$ cat src/rtl/serial_operand_loader.sv
// Serial-to-parallel operand loader: assembles op_a/op_b from a 1-bit valid/ready stream.
// Define SERIAL_OPERAND_LOADER_PARITY_EN to add a trailing even-parity bit per frame.
module serial_operand_loader #(
    parameter int unsigned WIDTH = 4
) (
    input  logic             clk,
    input  logic             rst,
    input  logic             abort,
    input  logic             ser_data,
    input  logic             ser_valid,
    output logic             ser_ready,
    output logic [WIDTH-1:0] op_a,
    output logic [WIDTH-1:0] op_b,
    output logic             op_valid,
    input  logic             op_ready,
    output logic             busy,
    output logic [7:0]       frame_cnt,
    output logic             parity_err
);

`ifdef SERIAL_OPERAND_LOADER_PARITY_EN
    localparam int unsigned N = 2 * WIDTH + 1;
`else
    localparam int unsigned N = 2 * WIDTH;
`endif
    localparam int unsigned CNT_W = $clog2(N);

    typedef enum logic {
        LOAD    = 1'b0,
        PRESENT = 1'b1
    } state_e;

    state_e             state_q;
    logic [CNT_W-1:0]   bit_cnt_q;
    logic [N-2:0]       shift_q;
    logic [N-1:0]       frame_d;
    logic [WIDTH-1:0]   op_a_q;
    logic [WIDTH-1:0]   op_b_q;
    logic               op_valid_q;
    logic [7:0]         frame_cnt_q;
    logic               last_beat;
    logic               frame_ok;

    // Incoming bit lands at the MSB, so after N beats the first bit sits at index 0.
    assign frame_d   = {ser_data, shift_q};
    assign last_beat = (bit_cnt_q == CNT_W'(N - 1));

`ifdef SERIAL_OPERAND_LOADER_PARITY_EN
    logic parity_err_q;
    assign frame_ok   = ~(^frame_d);
    assign parity_err = parity_err_q;
`else
    assign frame_ok   = 1'b1;
    assign parity_err = 1'b0;
`endif

    assign ser_ready = (state_q == LOAD);
    assign busy      = (state_q == PRESENT) || (bit_cnt_q != '0);
    assign op_a      = op_a_q;
    assign op_b      = op_b_q;
    assign op_valid  = op_valid_q;
    assign frame_cnt = frame_cnt_q;

    always_ff @(posedge clk or posedge rst) begin
        if (rst) begin
            state_q      <= LOAD;
            bit_cnt_q    <= '0;
            shift_q      <= '0;
            op_a_q       <= '0;
            op_b_q       <= '0;
            op_valid_q   <= 1'b0;
            frame_cnt_q  <= '0;
`ifdef SERIAL_OPERAND_LOADER_PARITY_EN
            parity_err_q <= 1'b0;
`endif
        end else begin
`ifdef SERIAL_OPERAND_LOADER_PARITY_EN
            parity_err_q <= 1'b0;
`endif
            case (state_q)
                LOAD: begin
                    if (abort) begin
                        bit_cnt_q <= '0;
                        shift_q   <= '0;
                    end else if (ser_valid) begin
                        if (last_beat) begin
                            bit_cnt_q <= '0;
                            shift_q   <= '0;
                            if (frame_ok) begin
                                op_a_q     <= frame_d[WIDTH-1:0];
                                op_b_q     <= frame_d[2*WIDTH-1:WIDTH];
                                op_valid_q <= 1'b1;
                                state_q    <= PRESENT;
                            end
`ifdef SERIAL_OPERAND_LOADER_PARITY_EN
                            else begin
                                parity_err_q <= 1'b1;
                            end
`endif
                        end else begin
                            shift_q   <= frame_d[N-1:1];
                            bit_cnt_q <= bit_cnt_q + CNT_W'(1);
                        end
                    end
                end
                PRESENT: begin
                    // abort takes priority over a same-cycle handshake
                    if (abort) begin
                        op_valid_q <= 1'b0;
                        state_q    <= LOAD;
                    end else if (op_ready) begin
                        op_valid_q  <= 1'b0;
                        frame_cnt_q <= frame_cnt_q + 8'd1;
                        state_q     <= LOAD;
                    end
                end
                default: state_q <= LOAD;
            endcase
        end
    end

endmodule

$ cat config.mk
export PLATFORM = sky130hd
export DESIGN_NAME = serial_operand_loader
export DESIGN_NICKNAME = d
export VERILOG_FILES = /design/src/rtl/serial_operand_loader.sv
export SDC_FILE = /design/constraint.sdc
export NUM_CORES = 1
export LEC_CHECK = 0
export CORE_ASPECT_RATIO = 0.5
export CORE_MARGIN = 2
export CORE_UTILIZATION = 45
export CTS_BUF_LIST = sky130_fd_sc_hd__clkbuf_16
export CTS_CLUSTER_SIZE = 24
export DETAILED_ROUTE_END_ITERATION = 16
export PLACE_DENSITY = 0.74
export SYNTH_ARGS = -nofsm -noshare
export SYNTH_HDL_FRONTEND = slang
export SYNTH_SLANG_ARGS = --single-unit
$ cat constraint.sdc
create_clock -name clk -period 1.6 [get_ports clk]
set_clock_uncertainty 0.2 [all_clocks]
set_input_delay 0.4 -clock clk [delete_from_list [all_inputs] [get_ports clk]]
set_output_delay 0.4 -clock clk [all_outputs]
set_load 0.03 [all_outputs]
==> flow_summary.json <==
{
  "p_leak_nw": 0.922,
  "yosys.area_share.xor_xnor_pct": 4.84,
  "status": "complete, but fails checks",
  "die_h_um": 41.5,
  "antenna_found_initial": 0,
  "floorplan.initialDensity_pct": 48.1,
  "numPortBuffers": 24,
  "fin_crit_ns": 1.75,
  "critPathRequiredTime_ns": 1.00,
  "cpPeakStageDelay_ns": 0.41,
  "r2r-start": "bit_cnt_q[0]",
  "finalHoldWorstSlack_ns": 0.266,
  "crit_path_start_kind": "register",
  "final_nets": 158,
  "routed_wl_mm": 2.43,
  "syn_to_final_growth_pct": 44.8,
  "tritoncts": "yes",
  "maxCapViolations": 0,
  "grt_pass1_wl_mm": 4.06,
  "critPathMaxFanout": 3,
  "path_depth": 5,
  "row_count": 13,
  "path_buf_inv": 3,
  "die_x_um": 79.0,
  "crit_top_cell": "buf_6",
  "worstRegToRegCells": 5,
  "dpl_cell_area_sq_um": 1620,
  "n_antenna_cell": 0,
  "htree_levels": 1,
  "setup_violations": 16,
  "async_reset_ff_share_pct": 100,
  "postCtsHoldBufs": 0,
  "vias": 902,
  "critPathTopFamily": "flip-flops",
  "numCtsBuffers": 3,
  "cp-startpoint": "bit_cnt_q[0]",
  "path_class": "register to output port",
  "cp-end-kind": "output port",
  "setup_tns_ns": -1.52,
  "drcViolationCount": 0,
  "period_share_pct": 109,
  "drt_iter0_drc": 80,
  "ys_ff_latch": 28,
  "yosysUniqueCellTypes": 27,
  "ant_nets": 0,
  "max_freq_ghz": 0.571,
  "root_buffer": "clkbuf_16",
  "layout-drive-gt1-share_pct": 45.9,
  "slowest_stage": "dfrtp_1",
  "seq_area_frac_synth_pct": 55.3,
  "viasPerCell": 4.93,
  "synth_adder_area_share_pct": 4.94,
  "drtPass1Iterations": 4,
  "final_cell_area_sq_um": 1830,
  "wl_per_cell_um": 13.3,
  "gp_congestion": 0.783,
  "grt_use_total_pct": 15.7,
  "regToRegSetupSlack_ns": -0.13,
  "synth_compound_area_share_pct": 10.4,
  "hold_violations": 0,
  "grt_overflow": 0,
  "clk_pin_slew_ns": 0.06,
  "cts.sinks": 28,
  "netlist_instances": 104,
  "ys_warn_count": 0,
  "crit_chain": "buf_6 -> inv_4 -> ha_4 -> nand2_2 -> buf_6",
  "crit_end": "busy",
  "clk_path_buf_depth": 2,
  "syn_area_per_cell_sq_um": 12.2,
  "grt_max_degree": 29,
  "synth_mux_area_share_pct": 8.00,
  "die-area_sq_um": 3280,
  "dp.final_hpwl_mm": 1.68,
  "worstSkewPairLatency_ns": 0.26,
  "grt_pass1_vias": 895,
  "fp.coreArea_sq_um": 2640,
  "setup_ws_ns": -0.151,
  "rsz0062_at_grt": "true",
  "p_per_area_nw_per_um2": 793,
  "syn-num-nets": 115,
  "yosys.area_share.simple_pct": 12.5,
  "arrival_ns": 1.15,
  "hold_path_class": "input pin to async pin",
  "synth_top_family_by_area": "simple AND/OR/NAND/NOR gates",
  "synth-main-ff-cell": "dfrtp_1",
  "r2r-end": "op_a[3]",
  "violations": "setup timing",
  "vdd_drop_max_mv": 0.430,
  "netlist_area_sq_um": 1270,
  "synth_enable_flop_cells": 0,
  "pin_count": 26,
  "drv_slew": 0
}
==> final cells by class <==
class	instances	area, sq um
flip-flops and latches	28	701
inverters	4	20.0
multi-input cells	68	622
clock buffers	3	75.1
clock inverters	1	3.75
fillers	189	802
well taps	37	46.3
repair buffers	42	365
==> placed cells by master, fill, tap and decap left out, types with 2 or more instances in the layout <==
master and count:
and2b_2 4, xor2_1 5, a21oi_2 2, clkbuf_16 3, nand4_1 2, xnor2_1 2
a22o_1 5, inv_4 2, mux2_4 8, ha_1 2, nand2_1 7, clkdlybuf4s50_1 4
dfrtp_1 28, inv_1 2, ha_4 3, o21ai_1 3, buf_4 30, o22ai_1 2
a2bb2oi_1 3, a21oi_1 2, nor2_1 4, buf_6 6
==> metal layers <==
| metal | up-vias | wire length, um | global-route usage, % |
|---|---|---|---|
| met4 | 0 | 23 | 3.10 |
| met5 | - | 0 | 0 |
| met3 | 2 | 76 | 4.57 |
| li1 | 446 | - | - |
| met2 | 12 | 1140 | 26.1 |
| met1 | 442 | 1200 | 20.8 |
==> repair_timing <==
action	CTS	global route
pin swaps	5	7
resized for setup	22	13
buffers inserted	3	3
setup endpoints to repair	19	22
gates cloned	0	0
==> where the power goes <==
part | switching, mW | internal (mW)
clock network | 0.221 | 0.334
logic | 0.0810 | 0.0826
registers | 0.0127 | 0.721
total | 0.315 | 1.14
==> worst register-to-register path, stage by stage, from the launching register on <==
cell and delay [ns]:
dfrtp_1 0.39, buf_6 0.12, ha_4 0.13, ha_4 0.14, and3b_4 0.31, mux2_4 0.32
==> logic make-up after synthesis <==
kind of cell | Yosys count
flops | 28
simple gates | 27
xor+xnor | 7
fa+ha+maj | 5
other cells | 1
buf+inv | 8
compound gates | 19
mux | 9
==> synthesized netlist by cell type, types with 2 or more instances <==
master	instances	area [sq um]
dfrtp_1	28	701
nor2_1	5	18.8
xor2_1	5	43.8
inv_1	4	15.0
a22o_1	5	43.8
o21ai_0	4	20.0
xnor2_1	2	17.5
ha_1	5	62.6
nand2_1	8	30.0
buf_4	2	15.0
a21oi_1	4	20.0
and2b_2	3	26.3
nand4_1	2	12.5
and3b_1	2	17.5
mux2_2	9	101
nor3_1	2	10.0
o22ai_1	2	12.5
a2bb2oi_1	3	26.3
==> stage by stage <==
step	std cells	power (mW)	utilization (%)	worst slack, ns
finish	183	1.45	69.6	-0.151
global route	183	1.51	69.6	-0.180
floorplan	104	0.819	-	0.00899
global placement	174	0.879	61.3	-0.401
detailed placement	174	0.883	61.3	-0.434
CTS	180	1.46	67.0	-0.171
==> state kept, by name, indices dropped and copies added, names as in the netlist <==
register	count
frame_cnt	8
op_a	4
state_q	1
op_valid	1
bit_cnt_q	3
shift_q	7
op_b	4
==> worst min path at each step <==
stage              endpoint  slack [ns]  depth (start not counted)
2_1_floorplan    shift_q[0]        0.26                          2
3_3_place_gp   frame_cnt[7]        0.26                          1
3_5_place_dp   frame_cnt[7]        0.27                          1
4_1_cts             op_b[1]        0.27                          3
5_1_grt        frame_cnt[7]        0.29                          1
6_report            op_b[1]        0.27                          3
Note: power is estimated with default switching activity, not from simulation.
